### src/rtl/alu_bist_driver_pkg.sv
// Shared constants, state encoding and helpers for the ALU self-test driver.
// The ALU_* codes mirror the core's defines.v register-register opcodes.
package alu_bist_driver_pkg;

    localparam logic [3:0] ALU_ADD  = 4'd0;
    localparam logic [3:0] ALU_SUB  = 4'd1;
    localparam logic [3:0] ALU_SLL  = 4'd2;
    localparam logic [3:0] ALU_SLT  = 4'd3;
    localparam logic [3:0] ALU_SLTU = 4'd4;
    localparam logic [3:0] ALU_XOR  = 4'd5;
    localparam logic [3:0] ALU_SRL  = 4'd6;
    localparam logic [3:0] ALU_SRA  = 4'd7;
    localparam logic [3:0] ALU_OR   = 4'd8;
    localparam logic [3:0] ALU_AND  = 4'd9;

    localparam int NUM_OPS = 10;

    localparam logic [31:0] BIST_LFSR_POLY = 32'h8020_0003;
    localparam logic [31:0] BIST_MISR_POLY = 32'h0040_0007;
    localparam logic [31:0] BIST_DIR_A     = 32'h401e_1042;
    localparam logic [31:0] BIST_DIR_B     = 32'h7fff_ffff;
    localparam logic [31:0] BIST_DIR_EXP   = 32'hc01e_1043;

    typedef enum logic [2:0] {
        BIST_S_IDLE    = 3'd0,
        BIST_S_LOAD    = 3'd1,
        BIST_S_APPLY   = 3'd2,
        BIST_S_CAPTURE = 3'd3,
        BIST_S_FINISH  = 3'd4
    } bist_state_e;

    function automatic logic [3:0] op_at(input logic [3:0] idx);
        case (idx)
            4'd0:    return ALU_ADD;
            4'd1:    return ALU_SUB;
            4'd2:    return ALU_SLL;
            4'd3:    return ALU_SLT;
            4'd4:    return ALU_SLTU;
            4'd5:    return ALU_XOR;
            4'd6:    return ALU_SRL;
            4'd7:    return ALU_SRA;
            4'd8:    return ALU_OR;
            default: return ALU_AND;
        endcase
    endfunction

    function automatic logic [31:0] lfsr_step(input logic [31:0] v);
        return (v >> 1) ^ (v[0] ? BIST_LFSR_POLY : 32'h0);
    endfunction

endpackage

### src/rtl/alu_bist_driver_misr.sv
// 32-bit MISR that folds each captured ALU result and zero flag into a signature.
module bist_misr32
    import alu_bist_driver_pkg::*;
(
    input  logic        clk,
    input  logic        rst_n,
    input  logic        clear,
    input  logic        enable,
    input  logic [31:0] data_in,
    input  logic        zero_in,
    output logic [31:0] sig
);

    logic [31:0] sig_q;
    logic [31:0] sig_d;

    always_comb begin
        sig_d = sig_q;
        if (clear) begin
            sig_d = '0;
        end else if (enable) begin
            sig_d = ((sig_q << 1) ^ (sig_q[31] ? BIST_MISR_POLY : 32'h0))
                    ^ data_in ^ {31'b0, zero_in};
        end
    end

    always_ff @(posedge clk) begin
        if (!rst_n) sig_q <= '0;
        else        sig_q <= sig_d;
    end

    assign sig = sig_q;

endmodule

### src/rtl/alu_bist_driver.sv
// Power-on self-test driver: sweeps LFSR operand pairs through every ALU op,
// compresses the results in a MISR and compares against a golden signature.
module alu_bist_driver
    import alu_bist_driver_pkg::*;
#(
    parameter int          NUM_VECTORS = 4,
    parameter logic [31:0] SEED        = 32'hACE1_2468,
    parameter logic [31:0] GOLDEN_SIG  = 32'h0000_0000
) (
    input  logic        clk,
    input  logic        rst_n,
    input  logic        start,
    output logic [31:0] operand_a,
    output logic [31:0] operand_b,
    output logic [3:0]  alu_op,
    input  logic [31:0] alu_result,
    input  logic        zero_flag,
    output logic        busy,
    output logic        done,
    output logic        pass,
    output logic        sub_err,
    output logic [31:0] signature,
    output logic [15:0] vec_idx
);

    if (NUM_VECTORS < 1 || NUM_VECTORS > 65535) begin : g_bad_num_vectors
        $error("alu_bist_driver: NUM_VECTORS must be in 1..65535");
    end

    localparam logic [31:0] SEED_EFF = (SEED == 32'h0) ? 32'h0000_0001 : SEED;
    localparam logic [15:0] LAST_VEC = 16'(NUM_VECTORS - 1);
    localparam logic [3:0]  LAST_OP  = 4'(NUM_OPS - 1);

    bist_state_e state_q, state_d;
    logic [31:0] lfsr_q, lfsr_d;
    logic [31:0] operand_a_q, operand_a_d;
    logic [31:0] operand_b_q, operand_b_d;
    logic [3:0]  alu_op_q, alu_op_d;
    logic [3:0]  op_idx_q, op_idx_d;
    logic [15:0] vec_idx_q, vec_idx_d;
    logic        busy_q, busy_d;
    logic        done_q, done_d;
    logic        pass_q, pass_d;
    logic        sub_err_q, sub_err_d;
    logic        misr_clear;
    logic        misr_en;
    logic [31:0] sig;

    always_comb begin
        state_d     = state_q;
        lfsr_d      = lfsr_q;
        operand_a_d = operand_a_q;
        operand_b_d = operand_b_q;
        alu_op_d    = alu_op_q;
        op_idx_d    = op_idx_q;
        vec_idx_d   = vec_idx_q;
        busy_d      = busy_q;
        done_d      = done_q;
        pass_d      = pass_q;
        sub_err_d   = sub_err_q;
        misr_clear  = 1'b0;
        misr_en     = 1'b0;

        case (state_q)
            BIST_S_IDLE: begin
                if (start) begin
                    state_d    = BIST_S_LOAD;
                    lfsr_d     = SEED_EFF;
                    vec_idx_d  = '0;
                    busy_d     = 1'b1;
                    done_d     = 1'b0;
                    pass_d     = 1'b0;
                    sub_err_d  = 1'b0;
                    misr_clear = 1'b1;
                end
            end
            BIST_S_LOAD: begin
                // Vector 0 is the directed SUB pair; later vectors consume two LFSR steps.
                if (vec_idx_q == 16'd0) begin
                    operand_a_d = BIST_DIR_A;
                    operand_b_d = BIST_DIR_B;
                end else begin
                    operand_a_d = lfsr_q;
                    operand_b_d = lfsr_step(lfsr_q);
                    lfsr_d      = lfsr_step(lfsr_step(lfsr_q));
                end
                alu_op_d = op_at(4'd0);
                op_idx_d = 4'd0;
                state_d  = BIST_S_CAPTURE;
            end
            BIST_S_APPLY: begin
                op_idx_d = op_idx_q + 4'd1;
                alu_op_d = op_at(op_idx_q + 4'd1);
                state_d  = BIST_S_CAPTURE;
            end
            BIST_S_CAPTURE: begin
                misr_en = 1'b1;
                if (vec_idx_q == 16'd0 && alu_op_q == ALU_SUB && alu_result != BIST_DIR_EXP) begin
                    sub_err_d = 1'b1;
                end
                if (op_idx_q < LAST_OP) begin
                    state_d = BIST_S_APPLY;
                end else if (vec_idx_q < LAST_VEC) begin
                    vec_idx_d = vec_idx_q + 16'd1;
                    state_d   = BIST_S_LOAD;
                end else begin
                    state_d = BIST_S_FINISH;
                end
            end
            BIST_S_FINISH: begin
                busy_d  = 1'b0;
                done_d  = 1'b1;
                pass_d  = (sig == GOLDEN_SIG) && !sub_err_q;
                state_d = BIST_S_IDLE;
            end
            default: state_d = BIST_S_IDLE;
        endcase
    end

    always_ff @(posedge clk) begin
        if (!rst_n) begin
            state_q     <= BIST_S_IDLE;
            lfsr_q      <= '0;
            operand_a_q <= '0;
            operand_b_q <= '0;
            alu_op_q    <= '0;
            op_idx_q    <= '0;
            vec_idx_q   <= '0;
            busy_q      <= 1'b0;
            done_q      <= 1'b0;
            pass_q      <= 1'b0;
            sub_err_q   <= 1'b0;
        end else begin
            state_q     <= state_d;
            lfsr_q      <= lfsr_d;
            operand_a_q <= operand_a_d;
            operand_b_q <= operand_b_d;
            alu_op_q    <= alu_op_d;
            op_idx_q    <= op_idx_d;
            vec_idx_q   <= vec_idx_d;
            busy_q      <= busy_d;
            done_q      <= done_d;
            pass_q      <= pass_d;
            sub_err_q   <= sub_err_d;
        end
    end

    bist_misr32 u_misr (
        .clk     (clk),
        .rst_n   (rst_n),
        .clear   (misr_clear),
        .enable  (misr_en),
        .data_in (alu_result),
        .zero_in (zero_flag),
        .sig     (sig)
    );

    assign operand_a = operand_a_q;
    assign operand_b = operand_b_q;
    assign alu_op    = alu_op_q;
    assign busy      = busy_q;
    assign done      = done_q;
    assign pass      = pass_q;
    assign sub_err   = sub_err_q;
    assign signature = sig;
    assign vec_idx   = vec_idx_q;

endmodule
### config.mk
export PLATFORM = sky130hd
export DESIGN_NAME = alu_bist_driver
export DESIGN_NICKNAME = d
export VERILOG_FILES = /design/src/rtl/alu_bist_driver_pkg.sv /design/src/rtl/alu_bist_driver_misr.sv /design/src/rtl/alu_bist_driver.sv
export SDC_FILE = /design/constraint.sdc
export NUM_CORES = 1
export LEC_CHECK = 0
export BUFFER_PORTS_ARGS = -buffer_cell sky130_fd_sc_hd__buf_2
export CORE_UTILIZATION = 53
export CTS_CLUSTER_SIZE = 20
export DETAILED_ROUTE_END_ITERATION = 12
export GPL_TIMING_DRIVEN = 0
export MAX_ROUTING_LAYER = met4
export PLACE_DENSITY = 0.87
export SLEW_MARGIN = 20
export SYNTH_ARGS = -nofsm -noshare
export SYNTH_HDL_FRONTEND = slang
export SYNTH_SLANG_ARGS = --single-unit
### constraint.sdc
create_clock -name clk -period 1.9 [get_ports clk]
set_input_delay 0.475 -clock clk [delete_from_list [all_inputs] [get_ports clk]]
set_output_delay 0.475 -clock clk [all_outputs]
set_load 0.01 [all_outputs]
# --- After elaboration in Yosys (flattened, before gate mapping) ---
# Memory sizes are Yosys's and may differ from the RTL's.
# Cells that the tools add are included.
totals:
  ff_bits: 159
  latch_bits: 0
  mem_bits_rw: 0
  rom_bits: 64
  inputBits: 36
  out_inout_bits: 120
  mem_count: 1
classes:
  n_addsub: 2
  mul: 0
  n_div: 0
  magnitude_cmp: 2
  n_eq_ne: 11
  shifts: 0
  mux: 28
  bitwise: 6
  n_reduce_logical: 17
mem_list:
  columns: ["memory", "words", "width", "rd", "rd_clocked_by_memory_dff", "wr", "line", "rtl"]
  rows:
  - ["(no name shown)", 16, 4, 1, 0, 0, "alu_bist_driver_pkg.sv:33", "case (idx)"]
ops:
  columns: ["cell", "n"]
  rows:
  - ["$mux 32", 6]
  - ["$pmux 32 s2", 1]
  - ["$xor 31x32->32", 2]
  - ["$xor 32x32->32", 2]
  - ["$mux 16", 3]
  - ["$logic_not 32->1", 1]
  - ["$ne 32x32->1 const B", 1]
  - ["$pmux 16 s2", 1]
  - ["$xor 32x1->32", 1]
  - ["$mux 23", 1]
  - ["$add 16x1->16 const B", 1]
  - ["$logic_not 16->1", 1]
  - ["$lt 16x2->1 const B", 1]
  - ["$pmux 4 s2", 2]
  - ["$ne 2x2->1 const B", 5]
  - ["$mux 3", 3]
  - ["$pmux 3 s3", 1]
  - ["$pmux 1 s2", 4]
  - ["$reduce_bool 2->1", 4]
  - ["$eq 3x2->1 const B", 2]
  - ["$mux 1", 6]
  - ["$reduce_and 3->1", 2]
  - ["$add 4x1->4 const B", 1]
  - ["$eq 4x1->1 const B", 1]
  - ["other kinds (10)", 13]

# --- Depth between registers and ports, before layout ---
logic_depth:
  word_depth: 6
  mapped_depth: 8
  mapped_depth_nobuf: 6

# --- Cells and area by module ---
# From an unflattened synthesis, not the netlist that was laid out.
unflattened:
  cells_unflattened: 661
  hier_area_um2: 6339.8
by_module_without_submodules:
  columns: ["mod", "n_inst", "cells_each", "area_per_inst_um2"]
  rows:
  - ["alu_bist_driver", 1, 516, 4770.8]
  - ["bist_misr32", 1, 145, 1569.0]

# --- Least setup slack after synthesis ---
# OpenSTA, ideal clock, no wires.
synth_timing:
  path_kind: "register to register"
  from: "reg vec_idx_q[0] (netlist: vec_idx[0])"
  to: "reg lfsr_q[24]"
  setup_time_ns: 0.087
  arrival_time_ns: 1.675
  required_time_ns: 1.813
  slack_ns: 0.138
  path_stages_with_launch: 9
  path_buffers: 2
  synth_period_minus_slack_ns: 1.762
  path_cell_list: "dfxtp_1 > inv_1 > ha_1 > nor3b_1 > nand4_1 > clkbuf_1 > buf_1 > nand4_1 > o31ai_1"
synth_between:
  elab_chain_len: 3
synth_lines:
  columns: ["item", "line", "rtl"]
  rows:
  - ["start, declared", "alu_bist_driver.sv:40", "logic [15:0] vec_idx_q, vec_idx_d;"]
  - ["start signal, assigned", "alu_bist_driver.sv:140", "vec_idx_q <= vec_idx_d;"]
  - ["$logic_not 16->1", "alu_bist_driver.sv:79", "if (vec_idx_q == 16'd0) begin"]
  - ["$ne 2x2->1 (no source line)", null, null]
  - ["$reduce_and 3->1 (no source line)", null, null]
  - ["end signal, assigned", "alu_bist_driver.sv:135", "lfsr_q <= lfsr_d;"]
  - ["end, declared", "alu_bist_driver.sv:35", "logic [31:0] lfsr_q, lfsr_d;"]
# Every way passes these cells.
# A chain may end at the register's enable or synchronous reset.

# --- Worst setup path in the final report ---
layout_timing:
  from: "reg state_q[1]"
  to: "reg operand_a_q[30] (netlist: operand_a[30])"
layout_between:
  elab_chain_len: 1
layout_lines:
  columns: ["item", "line", "rtl"]
  rows:
  - ["start, declared", "alu_bist_driver.sv:34", "bist_state_e state_q, state_d;"]
  - ["start signal, assigned", "alu_bist_driver.sv:134", "state_q <= state_d;"]
  - ["$eq 3x1->1", "alu_bist_driver.sv:64", "case (state_q)"]
  - ["end signal, assigned", "alu_bist_driver.sv:136", "operand_a_q <= operand_a_d;"]
  - ["end, declared", "alu_bist_driver.sv:36", "logic [31:0] operand_a_q, operand_a_d;"]
# Every way passes these cells.

==> qor.csv <==
stage,metric,value,unit
clocking,clk_latency,420,ps
critical_path,cp_slowest_stage_delay,410,ps
clocking,root_buffer,clkbuf_16,
floorplan,die_y,110,µm
layout,multi_input_area,0.00281,mm²
yosys,synth_top_family_by_area,simple AND/OR/NAND/NOR gates,
route,viasPerCell,5.88,
floorplan,initial_core_util,0.556,
timing,slew_headroom,0.611,
global_routing,grtUsageTotal,0.304,
critical_path,crit_slowest_cell,or3b_4,
yosys,synthCells,677,
route,ant_nets,0,
pwr,p_per_area,1010,mW/mm²
timing,rsz0062_at_grt,no,
floorplan,core-area,0.0111,mm²
global_routing,overflow,0,
floorplan,num_rows,38,
clocking,cts.sink_count,150,
layout,ff_latch_area,0.00301,mm²
clocking,cts_max_level,4,
place,dp.final_hpwl,12400,µm
yosys,synthMuxAreaShare,0.0114,
timing,worst_pin_slew,584,ps
yosys,yosysSeqAreaShare,0.488,
layout,final_cell_mix,"167 x buf_2, 148 x dfxtp_1, 58 x nand2_1, 53 x nor2_1, 52 x o21ai_0",
yosys,synth_edf_count,0,
floorplan,die_x,110,µm
global_routing,antenna_found_initial,0,
layout,syn_to_final_growth,26.8,%
clocking,clk_pin_slew,60,ps
place,io_buffers,154,
yosys,synthArstFlopShare,0,
layout,fin_area,0.00781,mm²
critical_path,start_kind,register,
clocking,cts_buffers,17,
yosys,yosys_warnings,0,
global_routing,grt_pass1_vias,5518,
yosys,yosys.area.top_type,dfxtp_1,
yosys,synth.cell_area,0.00616,mm²
timing,period_needed,1810,ps
pwr,total_power,0.00788,W
layout,antennaDiodeCount,0,
job,maxCapViolCount,0,
yosys,synth_top_area_frac,0.488,
route,vias,5924,
critical_path,worstPathRequired,2190,ps
layout,final_nets,895,
timing,fmax,553,MHz
clocking,postCtsHoldBufs,0,
layout,layout_commonest_cell,buf_2,
layout,fillers,815,
yosys,synthSimpleGateAreaFrac,0.200,
timing,slew_viol_final,0,
route,wirelength,17500,µm
yosys,synthXorXnorAreaFrac,0.0640,
yosys,synth_fa_ha_area_frac,0.0102,
timing,skew,9.28,ps
floorplan,ios,156,
yosys,synthTopCellsByArea,"dfxtp_1 49%, xnor2_1 6.0%, o21ai_0 4.2%",
clocking,cts_tree,built,
place,place_area,0.00710,mm²
worst_hold_path,hold_path.class,in2reg,
critical_path,worstSetupEndpointType,register,
route,firstDrtPassIters,5,
route,drc,0,
timing,finalHoldViolCount,0,
critical_path,crit_chain,buf_4 -> or3b_4 -> buf_2 -> buf_1 -> nor2_1 -> a21oi_1,
layout,final_layout_size_suffix_gt1_frac,0.283,
yosys,yosysUniqueCellTypes,53,
yosys,synthFlopType,dfxtp_1,
clocking,clk_path_buf_depth,2,
pwr,p_leak,3.52,nW
timing,post-route-period-util,0.951,
yosys,synth-seq-cells,150,
pwr,peakVddDrop,0.748,mV
critical_path,crit_type,reg2reg,
layout,final_cells,1007,
place,finalWeightedCongestion,0.913,
global_routing,grt_start_max_net_pins,17,
route,dr.first_iter.drc_count,590,
yosys,syn_area_per_cell,9.09,µm²
critical_path,crit_arrival,2100,ps
critical_path,cp_max_fo,10,
outcome,outcome,"complete, no violations",
timing,fin_tns_setup,0,ps
global_routing,grt_pass1_wl,27200,µm
timing,setup_violations,0,
yosys,synth_compound_area_frac,0.169,
route,wl_per_cell,17.3,µm
place,place_inst,971,
yosys,synth_nets,718,
floorplan,die-area,0.0121,mm²
==> registers in the layout, summed over array words and instances, names as in the netlist <==
signal	count
operand_a	32
sub_err	1
u_misr.sig	32
vec_idx	16
op_idx_q	3
alu_op	4
busy	1
lfsr_q	32
pass	1
state_q	3
done	1
operand_b	24
==> synthesized netlist by cell type (2+ instances only) <==
master	n
nor2_1	53
dfxtp_1	150
a21oi_1	40
buf_6	2
nand3_1	36
xnor2_1	42
o21ai_0	52
o211ai_1	3
o211a_1	8
buf_1	9
o311a_1	9
inv_1	7
nor4_2	3
nor4b_1	7
nand4b_1	2
xor2_1	3
o221a_2	4
or4b_1	2
nor3_1	3
a221oi_1	2
nor4_1	11
nand4_1	21
buf_2	14
or3_1	8
or4_1	3
a21o_1	2
nand2_1	58
mux2i_1	7
o31ai_1	5
and3_1	16
a211oi_1	28
ha_1	5
buf_4	11
clkbuf_1	32
==> metrics by stage <==
step / utilization / setup slack, ps / hold slack, ps
6_report: 0.705 / 93.0 / 361
5_1_grt: 0.705 / 6.28 / 374
4_1_cts: 0.701 / 10.2 / 356
3_5_place_dp: 0.641 / -315 / 441
3_3_place_gp: 0.641 / -292 / 438
2_1_floorplan: - / 138 / 443
==> final timing paths <==
path | endpoint | startpoint | slack, ps | depth (start not counted)
max | operand_a[30] | state_q[1] | 90 | 6
max reg2reg | operand_a[30] | state_q[1] | 90 | 6
min | u_misr.sig[25] | alu_result[25] | 360 | 3
min reg2reg | operand_a[2] | operand_a[2] | 450 | 2
==> cell type report <==
cell class,instances,area share
inverters,7,0.00336
clock buffers,21,0.0602
well taps,140,0.0224
flip-flops and latches,150,0.385
multi-input cells,452,0.360
repair buffers,159,0.103
plain buffers,67,0.0450
clock inverters,11,0.0205
==> critical path, delay by kind of cell (launching register included) <==
family / cells / cell delay [ps]
AO/OA/AOI/OAI: 1 / 90
AND/OR/NAND/NOR: 2 / 600
buffers and inverters: 3 / 640
flip-flops: 1 / 350
==> metal layers <==
metal	wire, µm	global-route usage	vias to the layer above
li1	-	-	2782
met1	6900	0.351	2754
met2	8590	0.513	338
met3	1410	0.0575	50
met4	559	0.130	0
met5	0	-	-
==> cells by family (layout without fill, tap and decap cells) <==
| family | Yosys count | after routing |
|---|---|---|
| simple gates | 234 | 234 |
| compound gates | 161 | 161 |
| flops | 150 | 150 |
| buf+inv | 75 | 265 |
| xor+xnor | 45 | 45 |
| mux | 7 | 7 |
| fa+ha+maj | 5 | 5 |
==> power by group <==
| group | leakage [nW] | switching (W) | internal [W] |
|---|---|---|---|
| combinational | 1.99 | 0.000525 | 0.000371 |
| sequential | 1.22 | 0.000127 | 0.00329 |
| clock | 0.310 | 0.00137 | 0.00220 |
==> what timing repair did <==
item / in CTS / in global routing
pin swaps: 1 / 0
buffers inserted: 2 / 3
gates resized for setup: 7 / 20
endpoints found under the setup margin: 53 / 71
Note: power is estimated with default switching activity, not from simulation.
